[src/rtl/chunked_addsub_seq.sv]
// chunked_addsub_seq
//   Multi-cycle adder/subtractor. A WIDTH-bit operand pair is accepted in
//   IDLE and then processed CHUNK bits per clock. The inter-chunk carry is
//   held in a register, so the combinational carry chain is only CHUNK bits
//   long.
//
// Ports
//   clk, rst_n      clock (rising edge), asynchronous active-low reset
//   in_valid/ready  operand handshake; in_ready is high only in IDLE
//   a, b            operands
//   carry_in        carry into bit 0 (add only; ignored when sub=1)
//   sub             0 = a+b+carry_in, 1 = a-b
//   out_valid/ready result handshake; the result is held while out_valid=1
//   sum             WIDTH-bit result (modulo 2^WIDTH)
//   carry_out       carry out of MSB (in sub mode, 1 = no borrow)
//   overflow        two's-complement signed overflow
//   busy            high in RUN or DONE
module chunked_addsub_seq #(
   parameter int WIDTH = 16,
   parameter int CHUNK = 4
) (
   input  logic             clk,
   input  logic             rst_n,
   input  logic             in_valid,
   output logic             in_ready,
   input  logic [WIDTH-1:0] a,
   input  logic [WIDTH-1:0] b,
   input  logic             carry_in,
   input  logic             sub,
   output logic             out_valid,
   input  logic             out_ready,
   output logic [WIDTH-1:0] sum,
   output logic             carry_out,
   output logic             overflow,
   output logic             busy
);

   localparam int NCHUNK = WIDTH / CHUNK;
   localparam int IW     = (NCHUNK > 1) ? $clog2(NCHUNK) : 1;

   generate
      if (CHUNK < 1 || CHUNK > WIDTH || (WIDTH % CHUNK) != 0) begin : g_bad_param
         $error("chunked_addsub_seq: WIDTH must be a multiple of CHUNK and 1 <= CHUNK <= WIDTH");
      end
   endgenerate

   typedef enum logic [1:0] {S_IDLE, S_RUN, S_DONE} state_t;

   state_t           state_q, state_d;
   logic [WIDTH-1:0] a_q, b_q;        // b_q already inverted in sub mode
   logic             carry_q;
   logic [IW-1:0]    idx_q;
   logic [WIDTH-1:0] sum_q;
   logic             carry_out_q, overflow_q;

   logic [CHUNK-1:0] a_chunk, b_chunk, s_chunk;
   logic             c_chunk, c_msb_in, last;

   // Current chunk slice. The carry into a chunk's top bit is recovered from
   // the sum bit (s = a ^ b ^ cin), which keeps overflow valid for CHUNK=1.
   always_comb begin
      a_chunk = a_q[idx_q*CHUNK +: CHUNK];
      b_chunk = b_q[idx_q*CHUNK +: CHUNK];
      {c_chunk, s_chunk} = {1'b0, a_chunk} + {1'b0, b_chunk} + {{CHUNK{1'b0}}, carry_q};
      c_msb_in = a_chunk[CHUNK-1] ^ b_chunk[CHUNK-1] ^ s_chunk[CHUNK-1];
      last     = (idx_q == IW'(NCHUNK - 1));
   end

   always_ff @(posedge clk or negedge rst_n) begin
      if (!rst_n) state_q <= S_IDLE;
      else        state_q <= state_d;
   end

   // Handshake outputs decode registered state only, so out_ready never
   // reaches in_ready combinationally.
   always_comb begin
      state_d   = state_q;
      in_ready  = 1'b0;
      out_valid = 1'b0;
      busy      = 1'b0;
      case (state_q)
         S_IDLE: begin
            in_ready = 1'b1;
            if (in_valid) state_d = S_RUN;
         end
         S_RUN: begin
            busy = 1'b1;
            if (last) state_d = S_DONE;
         end
         S_DONE: begin
            busy      = 1'b1;
            out_valid = 1'b1;
            if (out_ready) state_d = S_IDLE;
         end
         default: state_d = S_IDLE;
      endcase
   end

   always_ff @(posedge clk or negedge rst_n) begin
      if (!rst_n) begin
         a_q         <= '0;
         b_q         <= '0;
         carry_q     <= 1'b0;
         idx_q       <= '0;
         sum_q       <= '0;
         carry_out_q <= 1'b0;
         overflow_q  <= 1'b0;
      end else begin
         case (state_q)
            S_IDLE: begin
               if (in_valid) begin
                  a_q     <= a;
                  b_q     <= b ^ {WIDTH{sub}};
                  carry_q <= sub ? 1'b1 : carry_in;
                  idx_q   <= '0;
               end
            end
            S_RUN: begin
               sum_q[idx_q*CHUNK +: CHUNK] <= s_chunk;
               carry_q <= c_chunk;
               idx_q   <= idx_q + 1'b1;
               if (last) begin
                  carry_out_q <= c_chunk;
                  overflow_q  <= c_msb_in ^ c_chunk;
               end
            end
            default: ;
         endcase
      end
   end

   assign sum       = sum_q;
   assign carry_out = carry_out_q;
   assign overflow  = overflow_q;

endmodule

[config.mk]
export PLATFORM = sky130hd
export DESIGN_NAME = chunked_addsub_seq
export DESIGN_NICKNAME = d
export VERILOG_FILES = /design/src/rtl/chunked_addsub_seq.sv
export SDC_FILE = /design/constraint.sdc
export NUM_CORES = 1
export LEC_CHECK = 0
export ABC_AREA = 1
export CORE_MARGIN = 5
export CORE_UTILIZATION = 57
export CTS_BUF_LIST = sky130_fd_sc_hd__clkbuf_4 sky130_fd_sc_hd__clkbuf_8
export DETAILED_ROUTE_END_ITERATION = 16
export GPL_TIMING_DRIVEN = 1
export PLACE_DENSITY = 0.86
export SLEW_MARGIN = 20
export SYNTH_ARGS = -nofsm -noshare
export SYNTH_HDL_FRONTEND = slang
export SYNTH_SLANG_ARGS = --single-unit
[constraint.sdc]
create_clock -name clk -period 5.96 [get_ports clk]
set_input_delay 1.192 -clock clk [delete_from_list [all_inputs] [get_ports clk]]
set_output_delay 1.192 -clock clk [all_outputs]
set_load 0.005 [all_outputs]
==> flow_summary.yaml, run 1 <==
outcome:
  status: "finished, final reports clean"
synthesis:
  synth_compound_area_frac: 0.127
  ys_types: 32
  syn_inst: 321
  synth_warnings: 0
  synth_simple_gate_area_share: 0.208
  netlist_area_um2: 2840
  synth_top_family_by_area: "simple AND/OR/NAND/NOR gates"
  synthAdderAreaFrac: 0.0669
  synthMuxAreaShare: 0.00396
  ys_ff_latch: 55
  syn_area_per_cell_um2: 8.85
  synth-seq-area-share: 0.484
  synth_fp_nets: 373
  synth-xor-area-share: 0.0524
placement:
  place_area_um2: 3420
  port_buffers: 58
  preCtsSetupSlack_ps: 2850
  dp_hpwl_um: 4290
  place.gp.congestion: 0.813
  dp_cells: 434
drt:
  wl_per_cell_um: 13.0
  vias_per_cell: 5.19
  wirelength_um: 5740
  drt_pass1_iterations: 4
  ant_nets: 0
  drc_errors: 0
  drt_iter0_drc: 129
  vias: 2290
power:
  p_per_area_nw_per_um2: 539
  ir_drop_mv: 0.281
  total_power_mw: 1.90
  power_leakage_nw: 1.61
sta:
  fin_hold_ws_ps: 491
  tightest_slew_ps: 872
  min_period_over_period: 0.534
  period_needed_ps: 3180
  hold_viol: 0
  final.setup.worst_slack_ps: 2780
  slew_violations: 0
  fmax_mhz: 314
  setup-violations-final: 0
  rsz0062_at_grt: "false"
  skew_ps: 9.68
  setup_tns_ps: 0
  max_slew_margin: 0.417
clocking:
  cts_hold_buf: 0
  clockRootBuffer: "clkbuf_8"
  cts_resized: 0
  cts_buffers: 5
  post_cts_buffers: 0
  path_clk_slew_ps: 90
  htreeDepth: 2
  cts_tree: "done"
  cts_max_path_buffers: 2
  cts.sinks: 55
  clk_latency_ps: 300
die:
  dieArea_um2: 6500
  die_width_um: 80.6
  start_util: 0.594
  rows: 25
  die_y_um: 80.6
  ios: 59
  core-area_um2: 4790
critical_path:
  critPathKind: "reg -> reg"
  crit_fanout: 26
  end_kind: "register"
  crit_required_ps: 6160
  cp.arrival_ps: 3390
  critPathLaunchType: "register"
cells_and_area:
  layout_commonest_cell: "nand2_1"
  finish.utilization: 0.736
  fin_cells: 441
  final_cell_mix: "nand2_1 (93), clkdlybuf4s50_1 (57), dfrtp_1 (55)"
  design_area_um2: 3520
  syn_to_final_growth_pct: 24.0
  nets: 426
  num_antenna_cells: 0
  drive_gt1_frac: 0.0856
global_routing:
  grt_pass1_vias: 2192
  overflow: 0
  grt_max_degree: 56
  grt_usage: 0.192
  grt_pass1_wl_um: 9760
  antenna_found_initial: 0
flow_run:
  drv.max_cap_violation_count: 0
worst_hold_path:
  holdCritPathClass: "reg -> reg"
-- report_power, final --
part	switching (mW)	internal, mW	leakage, nW
clock network	0.111	0.128	0.0547
logic	0.583	0.416	0.848
registers	0.125	0.535	0.706
-- final cells by class --
cell class / count / area [µm²]
tap: 67 / 83.8
sequential: 55 / 1380
inverter: 19 / 71.3
clock inverter: 1 / 30.0
multi-input combinational: 234 / 1300
timing repair buffer: 59 / 583
fill: 377 / 1260
clock buffer: 6 / 76.3
-- registers in the layout (all words and copies together) (netlist names) --
name       count
sum           16
carry_out      1
state_q        2
carry_q        1
a_q           16
b_q           16
idx_q          2
overflow       1
-- layer usage --
| layer | global-route usage | vias up | wire (µm) |
|---|---|---|---|
| met5 | 0 | - | 0 |
| met4 | 0.0507 | 0 | 61 |
| met3 | 0.0392 | 7 | 296 |
| met1 | 0.236 | 1073 | 2410 |
| met2 | 0.342 | 62 | 2970 |
| li1 | - | 1148 | - |
-- worst max-delay path: stages, from the launching register on --
cell,delay [ps]
dfrtp_1,880
inv_2,340
o21ai_0,260
o22ai_1,120
fa_1,450
fa_1,420
xnor2_1,400
nor2_2,60
nand2_2,90
o21ai_2,60
-- synthesized netlist by cell type --
master / n / area share
a21oi_1: 2 / 0.0035
buf_2: 5 / 0.0088
buf_4: 2 / 0.0053
buf_6: 4 / 0.016
clkbuf_1: 2 / 0.0026
clkinv_1: 1 / 0.0013
dfrtp_1: 55 / 0.48
fa_1: 2 / 0.014
ha_1: 12 / 0.053
inv_1: 12 / 0.016
inv_2: 6 / 0.0079
mux2_1: 1 / 0.0040
nand2_1: 93 / 0.12
nand2_2: 7 / 0.015
nand3_1: 9 / 0.016
nand3_2: 1 / 0.0035
nand3b_1: 1 / 0.0026
nand4_1: 3 / 0.0066
nand4_2: 1 / 0.0044
nor2_1: 17 / 0.022
nor2_2: 3 / 0.0066
nor3_1: 1 / 0.0018
nor3_2: 1 / 0.0035
o21ai_0: 26 / 0.046
o21ai_1: 22 / 0.039
o21ai_2: 2 / 0.0062
o221ai_2: 1 / 0.0053
o22ai_1: 8 / 0.018
o31ai_1: 2 / 0.0053
o31ai_2: 1 / 0.0044
or2_1: 1 / 0.0022
xnor2_1: 17 / 0.052
-- logic make-up (layout without fill, tap and decap cells) --
logic type,Yosys count,in the layout
XOR/XNOR,17,17
flip-flops,55,55
AO/OA/AOI/OAI,64,64
multiplexers,1,1
buffers and inverters,32,85
AND/OR/NAND/NOR,138,138
adder cells (fa/ha/maj),14,14
-- path summary, 6_finish.rpt --
path	from	to	slack [ps]	cells past startpoint
hold / removal	a_q[9]$_DFFE_PN0P_	a_q[9]$_DFFE_PN0P_	490	2
min in group asynchronous	rst_n	sum[2]$_DFFE_PN0P_	1000	2
setup / recovery	idx_q[0]$_DFFE_PN0P_	sum[14]$_DFFE_PN0P_	2780	9
hold reg to reg	a_q[9]$_DFFE_PN0P_	a_q[9]$_DFFE_PN0P_	490	2
max in group asynchronous	rst_n	a_q[13]$_DFFE_PN0P_	4530	2
setup reg to reg	idx_q[0]$_DFFE_PN0P_	sum[14]$_DFFE_PN0P_	2780	9
Power figures use the tool's default switching activity.
==> inputs of run 2 (changes only) <==
CORE_UTILIZATION = 48   (was 57)
PLACE_DENSITY = 0.77   (was 0.86)
clock period = 2.9 ns   (was 5.96 ns; I/O delays follow)
==> flow_summary.yaml, run 2 (synthesized netlist as in run 1, its figures left out) <==
die:
  dieArea_um2: 7560
  die_width_um: 86.9
  ios: 59
  start_util: 0.486
  core-area_um2: 5850
  rows: 28
  die_y_um: 86.9
placement:
  preCtsSetupSlack_ps: 500
  dp_cells: 447
  port_buffers: 58
  place.gp.congestion: 0.920
  dp_hpwl_um: 4620
clocking:
  clk_latency_ps: 300
  cts_tree: "done"
  post_cts_buffers: 0
  htreeDepth: 2
  path_clk_slew_ps: 90
  cts_resized: 0
  cts.sinks: 55
  clockRootBuffer: "clkbuf_8"
  cts_buffers: 5
  cts_hold_buf: 0
  cts_max_path_buffers: 2
global_routing:
  met3_usage: 0.0341
  grt_max_degree: 31
  met2_usage: 0.287
  grt_pass1_wl_um: 10200
  antenna_found_initial: 0
  grtUsageMet1: 0.220
  overflow: 0
  grt_pass1_vias: 2210
  globalRoute.busiestLayer: "met2"
  grt_usage: 0.168
sta:
  skew_ps: 4.11
  max_slew_margin: 0.420
  rsz0062_at_grt: "false"
  setup_tns_ps: 0
  setup-violations-final: 0
  slew_violations: 0
  final.setup.worst_slack_ps: 482
  fmax_mhz: 414
  tightest_slew_ps: 868
  min_period_over_period: 0.834
  hold_viol: 0
  period_needed_ps: 2420
  fin_hold_ws_ps: 263
cells_and_area:
  syn_to_final_growth_pct: 25.0
  drive_gt1_frac: 0.100
  fin_cells: 455
  final_cell_mix: "nand2_1 (93), clkdlybuf4s50_1 (57), dfrtp_1 (55)"
  nets: 431
  layout_commonest_cell: "nand2_1"
  num_antenna_cells: 0
drt:
  ant_nets: 0
  drt_pass1_iterations: 4
  vias_per_cell: 4.98
  drc_errors: 0
  vias: 2267
  wirelength_um: 5870
  wl_per_cell_um: 12.9
  drt_iter0_drc: 135
critical_path:
  r2r-start: "idx_q[0]$_DFFE_PN0P_"
  ff2ff_setup_slack_ps: 480
  cp.arrival_ps: 2620
  end_kind: "register"
  critPathKind: "reg -> reg"
  r2r_cells: 9
  crit_required_ps: 3100
  critPathLaunchType: "register"
  rr_endpoint: "sum[14]$_DFFE_PN0P_"
  crit_fanout: 16
outcome:
  status: "finished, final reports clean"
flow_run:
  drv.max_cap_violation_count: 0
worst_hold_path:
  holdCritPathClass: "in -> async"
power:
  p_per_area_nw_per_um2: 1090
  power_leakage_nw: 1.63
  ir_drop_mv: 0.562
run 2: metal layers:
metal / share of wire / up-vias
met2: 0.50 / 48
li1: - / 1167
met1: 0.44 / 1047
met4: 0.0080 / 0
met5: 0 / -
met3: 0.052 / 5
run 2: critical path: stages, from the launching register on:
cell	delay [ps]
dfrtp_1	410
buf_4	190
o21ai_0	180
o22ai_1	120
fa_1	460
fa_1	420
xnor2_1	310
nor2_2	70
nand2_2	90
o21ai_2	50
run 2: power by group:
| group | internal (mW) | switching [mW] |
|---|---|---|
| logic | 0.885 | 1.25 |
| clock network | 0.189 | 0.226 |
| registers | 1.10 | 0.207 |
| total | 2.17 | 1.69 |
run 2: worst max path at each step:
stage | from | to | slack [ps] | cells past startpoint
floorplan | idx_q[1]$_DFFE_PN0P_ | carry_out$_DFFE_PN0P_ | 570 | 8
global placement | idx_q[0]$_DFFE_PN0P_ | sum[14]$_DFFE_PN0P_ | 550 | 9
detailed placement | idx_q[1]$_DFFE_PN0P_ | sum[14]$_DFFE_PN0P_ | 500 | 9
CTS | idx_q[1]$_DFFE_PN0P_ | sum[14]$_DFFE_PN0P_ | 490 | 9
global route | idx_q[0]$_DFFE_PN0P_ | sum[14]$_DFFE_PN0P_ | 260 | 9
finish | idx_q[0]$_DFFE_PN0P_ | sum[14]$_DFFE_PN0P_ | 480 | 9
run 2: area by class of cell:
type,count,area [µm²]
sequential,55,1380
tap,75,93.8
fill,509,2300
clock buffer,7,83.8
timing repair buffer,64,621
multi-input combinational,234,1300
inverter,19,71.3
clock inverter,1,5.00
run 2: through the flow:
| step | cell area, µm² | power [mW] | util |
|---|---|---|---|
| finish | 3550 | 3.86 | 0.607 |
| floorplan | 2840 | 2.79 | - |
| detailed placement | 3460 | 3.46 | 0.592 |
| global route | 3550 | 4.24 | 0.607 |
| global placement | 3460 | 3.40 | 0.592 |
| CTS | 3550 | 3.88 | 0.607 |
==> inputs of run 3 (changes only) <==
clock period = 2 ns   (was 2.9 ns; I/O delays follow)
==> flow_summary.yaml, run 3 (synthesized netlist as in run 1, its figures left out) <==
outcome:
  status: "complete, but fails checks"
  violations: "negative setup slack"
global_routing:
  grt_pass1_wl_um: 11000
  grt_usage: 0.183
  overflow: 0
  antenna_found_initial: 0
  grt_max_degree: 46
  grt_pass1_vias: 2436
clocking:
  cts.sinks: 55
  clockRootBuffer: "clkbuf_8"
  cts_buffers: 5
  path_clk_slew_ps: 110
  cts_tree: "done"
  cts_max_path_buffers: 2
  clk_latency_ps: 320
  cts_hold_buf: 0
  htreeDepth: 2
cells_and_area:
  final_cell_mix: "nand2_1 (92), clkdlybuf4s50_1 (56), dfrtp_1 (53)"
  syn_to_final_growth_pct: 34.5
  finish.utilization: 0.653
  num_antenna_cells: 0
  drive_gt1_frac: 0.194
  layout_commonest_cell: "nand2_1"
  nets: 447
  design_area_um2: 3820
drt:
  vias: 2383
  route.top_layer_used: "met4"
  drc_errors: 0
  drt_iter0_drc: 131
  wl_per_cell_um: 14.0
  ant_nets: 0
  drt_pass1_iterations: 4
  vias_per_cell: 5.06
  wl_met1_um: 2910
  met2_length_um: 3350
  wirelength_um: 6610
  route.met3.wl_um: 274
die:
  die_y_um: 86.9
  dieArea_um2: 7560
  core-area_um2: 5850
  rows: 28
  ios: 59
  start_util: 0.486
  die_width_um: 86.9
power:
  p_per_area_nw_per_um2: 1780
  ir_drop_mv: 0.991
  total_power_mw: 6.79
  power_leakage_nw: 1.75
sta:
  max_slew_margin: 0.710
  rsz0062_at_grt: "true"
  fmax_mhz: 470
  tightest_slew_ps: 436
  hold_viol: 0
  period_needed_ps: 2130
  min_period_over_period: 1.06
  skew_ps: 16.5
  final.setup.worst_slack_ps: -130
  setup-violations-final: 9
  slew_violations: 0
placement:
  place.gp.congestion: 0.854
  preCtsSetupSlack_ps: -151
  place_area_um2: 3600
  dp_hpwl_um: 4980
  port_buffers: 58
worst_hold_path:
  holdCritPathClass: "in -> async"
critical_path:
  critPathKind: "reg -> reg"
  end_kind: "register"
  r2r_cells: 8
  cp.arrival_ps: 2340
  critPathLaunchType: "register"
  crit_required_ps: 2210
  crit_fanout: 8
flow_run:
  drv.max_cap_violation_count: 0
-- run 3: cell types whose count changed in the layout (fill, tap and decap cells not counted), sizes merged --
cell	before	now
buf	7	23
bufinv	0	1
clkdlybuf4s50	57	56
clkinv	2	1
dlymetal6s2s	0	1
-- run 3: worst max-delay path: stages (launching register included) --
cell	delay (ps)
dfrtp_2	470
inv_4	80
o21ai_4	130
o22ai_2	90
fa_2	380
fa_2	410
nand3_2	120
nand2_2	60
mux2_4	270
-- run 3: path summary, 6_finish.rpt --
path,startpoint,end,slack (ps)
worst max-delay path,idx_q[0]$_DFFE_PN0P_,carry_out$_DFFE_PN0P_,-130
worst min-delay path,rst_n,a_q[12]$_DFFE_PN0P_,10
worst max register to register,idx_q[0]$_DFFE_PN0P_,carry_out$_DFFE_PN0P_,-130
worst min register to register,a_q[10]$_DFFE_PN0P_,a_q[10]$_DFFE_PN0P_,490
max in group asynchronous,rst_n,sum[4]$_DFFE_PN0P_,1340
min in group clk,a_q[10]$_DFFE_PN0P_,a_q[10]$_DFFE_PN0P_,490
-- run 3: layer usage --
| metal | GRT usage | up-vias |
|---|---|---|
| met2 | 0.319 | 49 |
| met3 | 0.0322 | 8 |
| li1 | - | 1193 |
| met4 | 0.0510 | 0 |
| met1 | 0.232 | 1133 |
| met5 | 0 | - |
-- run 3: metrics by stage --
step	hold WS, ps	TNS [ps]	instances
2_1_floorplan	104	-797	321
3_3_place_gp	361	-324	459
3_5_place_dp	376	-1370	459
4_1_cts	35.5	-558	470
5_1_grt	59.3	-2350	471
6_report	10.3	-598	471
-- run 3: report_power, final --
part | switching [mW] | total [mW] | internal, mW
Combinational | 2.19 | 4.11 | 1.92
Clock | 0.347 | 0.749 | 0.402
Sequential | 0.336 | 1.94 | 1.60
Total | 2.87 | 6.79 | 3.92
-- run 3: final cells by class --
cell class / count / area [µm²]
Clock buffer: 7 / 83.8
Timing Repair Buffer: 80 / 756
Sequential cell: 55 / 1380
Inverter: 19 / 75.1
Multi-Input combinational cell: 234 / 1410
Clock inverter: 1 / 30.0
Fill cell: 485 / 2030
Tap cell: 75 / 93.8
-- run 3: repair_timing --
action                     CTS  global route
setup endpoints to repair   16            17
pin swaps                    6             1
buffers inserted             3             1
gates resized for setup     10            11
